<file path="src/rtl/alu_pkg.sv">
// rtl/alu_pkg.sv - shared opcodes, default geometry and shape check for the pipelined adder
package alu_pkg;

    localparam logic OP_ADD = 1'b0;
    localparam logic OP_SUB = 1'b1;

    localparam int DEFAULT_WIDTH  = 32;
    localparam int DEFAULT_STAGES = 4;

    // The operand must split into STAGES equal chunks of at least one bit.
    function automatic bit shape_ok(input int width, input int stages);
        return (stages >= 1) && (stages <= width) && ((width % stages) == 0);
    endfunction

endpackage

</file>
<file path="src/rtl/pipe_add_sub_if.sv">
// rtl/pipe_add_sub_if.sv - operand/result handshake bundle for pipe_add_sub
interface pipe_add_sub_if #(
    parameter int WIDTH = 32
) ();

    logic             in_valid;
    logic             in_ready;
    logic [WIDTH-1:0] data0;
    logic [WIDTH-1:0] data1;
    logic             op;
    logic             out_valid;
    logic             out_ready;
    logic [WIDTH-1:0] sum;
    logic             carry_out;
    logic             overflow;
    logic             zero;

    modport master (
        output in_valid, data0, data1, op, out_ready,
        input  in_ready, out_valid, sum, carry_out, overflow, zero
    );

    modport slave (
        input  in_valid, data0, data1, op, out_ready,
        output in_ready, out_valid, sum, carry_out, overflow, zero
    );

endinterface

</file>
<file path="src/rtl/add_chunk.sv">
// rtl/add_chunk.sv - CW-bit ripple slice with carry in/out
module add_chunk #(
    parameter int CW = 8
) (
    input  logic [CW-1:0] a,
    input  logic [CW-1:0] b,
    input  logic          cin,
    output logic [CW-1:0] s,
    output logic          cout
);

    assign {cout, s} = {1'b0, a} + {1'b0, b} + {{CW{1'b0}}, cin};

endmodule

</file>
<file path="src/rtl/pipe_add_sub.sv">
// rtl/pipe_add_sub.sv - pipelined add/subtract, one carry-chained chunk per stage, global stall
module pipe_add_sub
    import alu_pkg::*;
#(
    parameter int WIDTH  = DEFAULT_WIDTH,
    parameter int STAGES = DEFAULT_STAGES
) (
    input  logic          clk,
    input  logic          reset,
    pipe_add_sub_if.slave bus
);

    localparam int CW   = WIDTH / STAGES;
    localparam int MSB  = WIDTH - 1;
    localparam int LAST = STAGES - 1;

    if (!shape_ok(WIDTH, STAGES)) begin : g_shape_check
        $error("pipe_add_sub: WIDTH must be a multiple of STAGES");
    end

    logic en;

    // Per-stage view: a_in/b_in/s_in/c_in/v_in feed stage k, s_out/c_out leave it.
    logic [WIDTH-1:0] a_in  [STAGES];
    logic [WIDTH-1:0] b_in  [STAGES];
    logic [WIDTH-1:0] s_in  [STAGES];
    logic [WIDTH-1:0] s_out [STAGES];
    logic             c_in  [STAGES];
    logic             c_out [STAGES];
    logic             v_in  [STAGES];
    logic [CW-1:0]    chunk_s [STAGES];

    logic [WIDTH-1:0] sum_d, sum_q;
    logic             carry_d, carry_q;
    logic             overflow_d, overflow_q;
    logic             zero_d, zero_q;
    logic             out_valid_d, out_valid_q;

    assign en = !out_valid_q || bus.out_ready;

    // Subtract folds into A + ~B + 1: B is inverted here and op is the chunk-0 carry.
    assign a_in[0] = bus.data0;
    assign b_in[0] = (bus.op == OP_SUB) ? ~bus.data1 : bus.data1;
    assign c_in[0] = (bus.op == OP_SUB);
    assign s_in[0] = '0;
    assign v_in[0] = bus.in_valid;

    for (genvar k = 0; k < STAGES; k++) begin : g_stage
        add_chunk #(.CW(CW)) u_add (
            .a    (a_in[k][k*CW +: CW]),
            .b    (b_in[k][k*CW +: CW]),
            .cin  (c_in[k]),
            .s    (chunk_s[k]),
            .cout (c_out[k])
        );

        assign s_out[k][k*CW +: CW] = chunk_s[k];
        if (k > 0) begin : g_lo
            assign s_out[k][k*CW-1:0] = s_in[k][k*CW-1:0];
        end
        if (k < LAST) begin : g_hi
            assign s_out[k][WIDTH-1:(k+1)*CW] = s_in[k][WIDTH-1:(k+1)*CW];
        end
    end

    for (genvar k = 0; k < LAST; k++) begin : g_reg
        logic [WIDTH-1:0] a_d, a_q, b_d, b_q, s_d, s_q;
        logic             c_d, c_q, v_d, v_q;

        always_comb begin
            a_d = a_q;
            b_d = b_q;
            s_d = s_q;
            c_d = c_q;
            v_d = v_q;
            if (en) begin
                a_d = a_in[k];
                b_d = b_in[k];
                s_d = s_out[k];
                c_d = c_out[k];
                v_d = v_in[k];
            end
        end

        always_ff @(posedge clk or posedge reset) begin
            if (reset) begin
                a_q <= '0;
                b_q <= '0;
                s_q <= '0;
                c_q <= 1'b0;
                v_q <= 1'b0;
            end else begin
                a_q <= a_d;
                b_q <= b_d;
                s_q <= s_d;
                c_q <= c_d;
                v_q <= v_d;
            end
        end

        assign a_in[k+1] = a_q;
        assign b_in[k+1] = b_q;
        assign s_in[k+1] = s_q;
        assign c_in[k+1] = c_q;
        assign v_in[k+1] = v_q;
    end

    // Result and flags only load on real beats so bubbles never disturb the last result.
    always_comb begin
        sum_d       = sum_q;
        carry_d     = carry_q;
        overflow_d  = overflow_q;
        zero_d      = zero_q;
        out_valid_d = out_valid_q;
        if (en) begin
            out_valid_d = v_in[LAST];
            if (v_in[LAST]) begin
                sum_d      = s_out[LAST];
                carry_d    = c_out[LAST];
                overflow_d = (a_in[LAST][MSB] == b_in[LAST][MSB]) &&
                             (s_out[LAST][MSB] != a_in[LAST][MSB]);
                zero_d     = ~|s_out[LAST];
            end
        end
    end

    always_ff @(posedge clk or posedge reset) begin
        if (reset) begin
            sum_q       <= '0;
            carry_q     <= 1'b0;
            overflow_q  <= 1'b0;
            zero_q      <= 1'b0;
            out_valid_q <= 1'b0;
        end else begin
            sum_q       <= sum_d;
            carry_q     <= carry_d;
            overflow_q  <= overflow_d;
            zero_q      <= zero_d;
            out_valid_q <= out_valid_d;
        end
    end

    assign bus.in_ready  = en;
    assign bus.out_valid = out_valid_q;
    assign bus.sum       = sum_q;
    assign bus.carry_out = carry_q;
    assign bus.overflow  = overflow_q;
    assign bus.zero      = zero_q;

endmodule

</file>
<file path="src/flat_wrapper.sv">
// flat-port wrapper written by rule: the top's interface ports become plain ports
module pipe_add_sub_flat import alu_pkg::*;
#(
    parameter int WIDTH  = DEFAULT_WIDTH,
    parameter int STAGES = DEFAULT_STAGES
)
  (clk, reset, bus_in_valid, bus_data0, bus_data1, bus_op, bus_out_ready, bus_in_ready, bus_out_valid, bus_sum, bus_carry_out, bus_overflow, bus_zero);
  pipe_add_sub_if #(.WIDTH(WIDTH)) bus_i ();
  input  logic clk;
  input  logic reset;
  input wire logic [$bits(bus_i.in_valid)-1:0] bus_in_valid;
  input wire logic [$bits(bus_i.data0)-1:0] bus_data0;
  input wire logic [$bits(bus_i.data1)-1:0] bus_data1;
  input wire logic [$bits(bus_i.op)-1:0] bus_op;
  input wire logic [$bits(bus_i.out_ready)-1:0] bus_out_ready;
  output wire logic [$bits(bus_i.in_ready)-1:0] bus_in_ready;
  output wire logic [$bits(bus_i.out_valid)-1:0] bus_out_valid;
  output wire logic [$bits(bus_i.sum)-1:0] bus_sum;
  output wire logic [$bits(bus_i.carry_out)-1:0] bus_carry_out;
  output wire logic [$bits(bus_i.overflow)-1:0] bus_overflow;
  output wire logic [$bits(bus_i.zero)-1:0] bus_zero;
  assign bus_i.in_valid = bus_in_valid;
  assign bus_i.data0 = bus_data0;
  assign bus_i.data1 = bus_data1;
  assign bus_i.op = bus_op;
  assign bus_i.out_ready = bus_out_ready;
  assign bus_in_ready = bus_i.in_ready;
  assign bus_out_valid = bus_i.out_valid;
  assign bus_sum = bus_i.sum;
  assign bus_carry_out = bus_i.carry_out;
  assign bus_overflow = bus_i.overflow;
  assign bus_zero = bus_i.zero;
  pipe_add_sub #(.WIDTH(WIDTH), .STAGES(STAGES)) u_core (.clk(clk), .reset(reset), .bus(bus_i));
endmodule
</file>
<file path="config.mk">
export PLATFORM = sky130hd
export DESIGN_NAME = pipe_add_sub_flat
export DESIGN_NICKNAME = d
export VERILOG_FILES = /design/src/rtl/alu_pkg.sv /design/src/rtl/pipe_add_sub_if.sv /design/src/rtl/add_chunk.sv /design/src/rtl/pipe_add_sub.sv /design/src/flat_wrapper.sv
export SDC_FILE = /design/constraint.sdc
export NUM_CORES = 1
export LEC_CHECK = 0
export ABC_AREA = 1
export ABC_CLOCK_PERIOD_IN_PS = 8300
export CAP_MARGIN = 15
export CORE_ASPECT_RATIO = 1.1
export CORE_UTILIZATION = 40
export CTS_BUF_LIST = sky130_fd_sc_hd__clkbuf_4 sky130_fd_sc_hd__clkbuf_8
export CTS_CLUSTER_DIAMETER = 30
export DETAILED_ROUTE_END_ITERATION = 12
export PLACE_DENSITY = 0.71
export REMOVE_ABC_BUFFERS = 1
export SYNTH_ARGS = -nofsm -noshare
export SYNTH_HDL_FRONTEND = slang
export SYNTH_SLANG_ARGS = --single-unit
</file>
<file path="constraint.sdc">
create_clock -name clk -period 8.3 [get_ports clk]
set_input_delay 1.66 -clock clk [delete_from_list [all_inputs] [get_ports clk]]
set_output_delay 1.66 -clock clk [all_outputs]
set_load 0.01 [all_outputs]
</file>
After elaboration in Yosys (flattened, before gate mapping)
Index checks and enable logic that the tools add are counted.

storage, ports and cells
  logic and storage cells = 38
  flip-flop bits (word level) = 282
  output and inout bits = 37
  input port bits = 69

operators by class
  add/subtract/negate cells = 8
  equal/unequal tests = 2
  reductions and logical operators = 6
  bitwise logic cells = 1
  multiplexer cells = 1

operators by type and width
  kind                 count
  $add A8 B8 Y9        4
  $add A9 B1 Y9        4
  $mux W32             1
  $not A32 Y32         1
  $reduce_or A32 Y1    1
  $logic_not A1 Y1     2
  $reduce_and A2 Y1    1
  $eq A1 B1 Y1         1
  $logic_and A1 B1 Y1  1
  $logic_or A1 B1 Y1   1
  $ne A1 B1 Y1         1

Depth between registers and ports, before layout
  depth after elaboration = 4
  mapped depth = 13
  depth with buffers taken out = 11

Modules after synthesis
Synthesis repeated with hierarchy kept, for this count alone.

second synthesis, totals
  cell total of the unflattened synthesis = 885
  area, all modules = 8,956.1 um^2

by module, submodules not included
  module        sequential area each (um^2)  cells each  times used  area each (um^2)
  pipe_add_sub  4,654.5                      649         1           7,419.6
  add_chunk     0.0                          59          4           384.1

Worst setup path before layout
OpenSTA, ideal clock, no wires.

  path kind = input port to output port
  from = in bus_out_ready
  to = out bus_in_ready
  arrival time = 2.237 ns
  required time = 6.640 ns
  setup slack = 4.403 ns
  stages on the path = 4
  buffers on the path = 2
  cells stage by stage = inv_1 -> nand2_2 -> buf_2 -> buf_2

between the ends
  cells in the longest elaborated chain, start to end = 1

RTL lines
  element             RTL line            text
  from (decl)         flat_wrapper.sv:15  input wire logic [$bits(bus_i.out_ready)-1:0] bus_out_ready;
  $logic_or A1 B1 Y1  pipe_add_sub.sv:39  assign en = !out_valid_q || bus.out_ready;
  to (decl)           flat_wrapper.sv:16  output wire logic [$bits(bus_i.in_ready)-1:0] bus_in_ready;

Every way passes these cells.

Worst setup path in the final report
Ends and elaborated chain as after synthesis.

==> run_results.csv <==
group,metric,value,unit
status,outcome,"finished, final reports clean",
worst_setup_path,worstPathArrival,3.35,ns
yosys,yosysUniqueCellTypes,30,
yosys,synthArstFlopShare,100,%
detailed_routing,wl,16700,um
detailed_routing,antenna_left,0,
detailed_routing,viasPerCell,4.62,
detailed_routing,drt_iter0_markers,362,
timing,drv_slew,0,
yosys,yosys.area.top_type,"dfrtp_1",
clock_network,root_buffer,"clkbuf_8",
timing,hold_viol,0,
final_layout,nNetsFinal,1181,
power,swShare,37.9,%
yosys,synth_top_area_share,54.1,%
yosys,synthMuxAreaShare,0,%
final_layout,area_growth,19.6,%
yosys,synthXorXnorAreaFrac,3.87,%
yosys,netlist_area,8610,um2
power,p_int,2.32,mW
worst_setup_path,end_kind,"output port",
yosys,ys_seq_area_share,54.1,%
clock_network,post_cts_buffers,0,
die,die_height,156,um
yosys,synth_top_family_by_area,"simple AND/OR/NAND/NOR gates",
global_routing,antenna_found_initial,0,
clock_network,cts_buffers,17,
yosys,yosysMostFrequentCell,"nand2_1",
clock_network,hold_buffers,0,
detailed_routing,num_vias,6354,
final_layout,diodes,0,
yosys,yosys.area_share.simple,21.5,%
timing,fmax,0.200,GHz
yosys,ys_ff_latch,186,
clock_network,cts_tree,"built",
yosys,synth_compound_area_share,8.78,%
final_layout,layout-drive-gt1-share,4.04,%
power,pwr-share-seq,40.5,%
worst_setup_path,worstSetupPathType,"primary input to output port",
power,p_sw,1.42,mW
final_layout,final-instance-count-excl-fill,1375,
global_routing,grt_max_degree,113,
worst_hold_path,worstHoldPathType,"flip-flop to flip-flop",
die,die-width,142,um
placed_design,dp_cells,1343,
clock_network,ctsResizeCount,0,
global_routing,grt_first_pass_wirelength,28200,um
power,totalPowerFinal,3.74,mW
yosys,synthTopCellsByCount,"401 x nand2_1, 186 x dfrtp_1, 79 x o21ai_0",
yosys,yosys-top-cells-area,"dfrtp_1 54%, nand2_1 17%, o21ai_0 4.6%",
detailed_routing,avgRoutedWirePerCell,12.2,um
worst_setup_path,reg2reg_setup_slack,5.66,ns
clock_network,clock-sinks,186,
die,die_area,22100,um2
yosys,syn_area_per_cell,8.68,um2
clock_network,worstSkewPairLatency,0.45,ns
job,cap_violations,0,
yosys,synthAdderAreaFrac,5.70,%
timing,relSlewSlack,34.0,%
placed_design,dp_hpwl,11100,um
die,start_util,41.3,%
global_routing,grt_usage,16.1,%
die,core,20900,um2
power,ir_drop,136,uV
power,cellPowerDensity,364,nW/um2
yosys,yosysWarnings,0,
global_routing,first_global_vias,5909,
timing,min_period,5.01,ns
detailed_routing,firstDrtPassIters,4,
die,io_pins,106,
yosys,synth_edf_count,0,
worst_setup_path,critPathMaxFanout,57,
timing,grt_setup_unrepaired,"false",
clock_network,h-tree-depth,4,
die,row_count,55,
worst_setup_path,critPathLaunchType,"primary input",
power,combPwrFrac,40.2,%
worst_setup_path,cp.required,6.64,ns
timing,setup_viol,0,
placed_design,port_buffers,105,
timing,tightestPinTransition,0.989,ns
timing,skew,0.0122,ns
timing,fin_crit_sh,60.3,%
yosys,ys.flop_type,"dfrtp_1",
power,p_leak,5.08,nW
global_routing,grt_overflow_total,0,
placed_design,place.gp.congestion,0.813,
final_layout,fill_cells,2044,
yosys,synthCells,992,
clock_network,cts_buffer_depth,2,
clock_network,clkTransAtPathRegs,0.10,ns
detailed_routing,drcViolationCount,0,
timing,setup_tns,0,ns
power,clkPwrFrac,19.3,%
[through the flow]
step,worst slack [ns],instance area [um2],util [%],hold WS [ns]
2_1_floorplan,1.58,8370,-,0.442
4_1_cts,3.29,10300,49.4,0.480
5_1_grt,3.22,10300,49.4,0.496
6_report,3.29,10300,49.4,0.473
3_5_place_dp,3.29,9810,47.1,0.459
3_3_place_gp,3.28,9810,47.1,0.455
[placed cells by master (no fill, tap or decap), types with 2 or more instances in the layout]
master | Yosys | layout
buf_4 | 14 | 3
a21o_1 | 3 | 3
o22ai_1 | 3 | 3
clkinv_2 | 0 | 3
a21oi_1 | 16 | 16
dfrtp_1 | 186 | 186
nand4_1 | 9 | 9
clkbuf_8 | 0 | 18
o21ai_0 | 79 | 79
xor2_1 | 13 | 13
fa_1 | 7 | 7
inv_6 | 0 | 5
inv_1 | 74 | 73
nand3_1 | 24 | 24
o21ai_1 | 28 | 28
nor2_1 | 29 | 29
o21bai_1 | 2 | 2
bufinv_16 | 0 | 6
nand2_1 | 401 | 401
a31oi_1 | 7 | 7
ha_1 | 28 | 28
nand3b_1 | 5 | 5
clkdlybuf4s50_1 | 0 | 104
nor3_1 | 2 | 2
inv_2 | 3 | 2
xnor2_1 | 25 | 25
[cell type report]
cell class,count,area (um2),share of cell area (%)
Sequential cell,186,4650,45.2
Multi-Input combinational cell,687,3430,33.4
Clock buffer,18,248,2.41
Inverter,77,297,2.88
Clock inverter,14,238,2.31
Timing Repair Buffer,108,1070,10.4
Tap cell,285,357,3.46
[critical path, cell delays in order]
cell	delay, ns
clkdlybuf4s50_1	0.45
inv_1	0.09
nand2_4	0.45
clkdlybuf4s50_1	0.65
[logic make-up (layout without fill, tap and decap cells)]
group           after synthesis  in the layout
flops                       186            186
simple gates                472            472
xor+xnor                     38             38
fa+ha+maj                    35             35
compound gates              142            142
buf+inv                     119            217
[metal layers]
metal  part of all wire, %  vias to the layer above  global-route usage (%)
met3                   3.5                       14                    3.25
met2                    48                       89                    26.8
li1                      -                     3301                       -
met4                   1.2                        0                    5.17
met5                     0                        -                       0
met1                    48                     2950                    21.1
[power groups by stage]
stage,Sequential (mW),Combinational [mW],Clock [mW]
5_1_grt,1.56,1.74,0.779
4_1_cts,1.52,1.53,0.742
3_5_place_dp,1.54,1.53,0
3_3_place_gp,1.52,1.48,0
2_1_floorplan,1.52,1.02,0
6_report,1.51,1.51,0.723
[registers in the layout, indices dropped and copies added (netlist names)]
| register | count |
|---|---|
| u_core.g.c_q | 3 |
| u_core.g.v_q | 3 |
| u_core.g.b_q | 48 |
| u_core.bus.overflow | 1 |
| u_core.g.s_q | 48 |
| u_core.bus.out_valid | 1 |
| u_core.bus.carry_out | 1 |
| u_core.bus.zero | 1 |
| u_core.g.a_q | 48 |
| u_core.bus.sum | 32 |
[path summary, 6_finish.rpt]
kind                                                     startpoint                                  end  cells after the start
worst max-delay path                                  bus_out_ready                         bus_in_ready                      4
worst min-delay path            u_core.g_reg[0].a_q[20]$_DFFE_PP0N_  u_core.g_reg[1].a_q[20]$_DFFE_PP0N_                      2
worst max register to register     u_core.bus.out_valid$_DFFE_PP0N_  u_core.g_reg[0].b_q[27]$_DFFE_PP0N_                      4
worst min register to register  u_core.g_reg[0].a_q[20]$_DFFE_PP0N_  u_core.g_reg[1].a_q[20]$_DFFE_PP0N_                      2
max in group asynchronous                                     reset  u_core.g_reg[0].b_q[24]$_DFFE_PP0N_                      3
min in group asynchronous                                     reset  u_core.g_reg[0].a_q[10]$_DFFE_PP0N_                      2
Note: power is estimated with default switching activity, not from simulation.
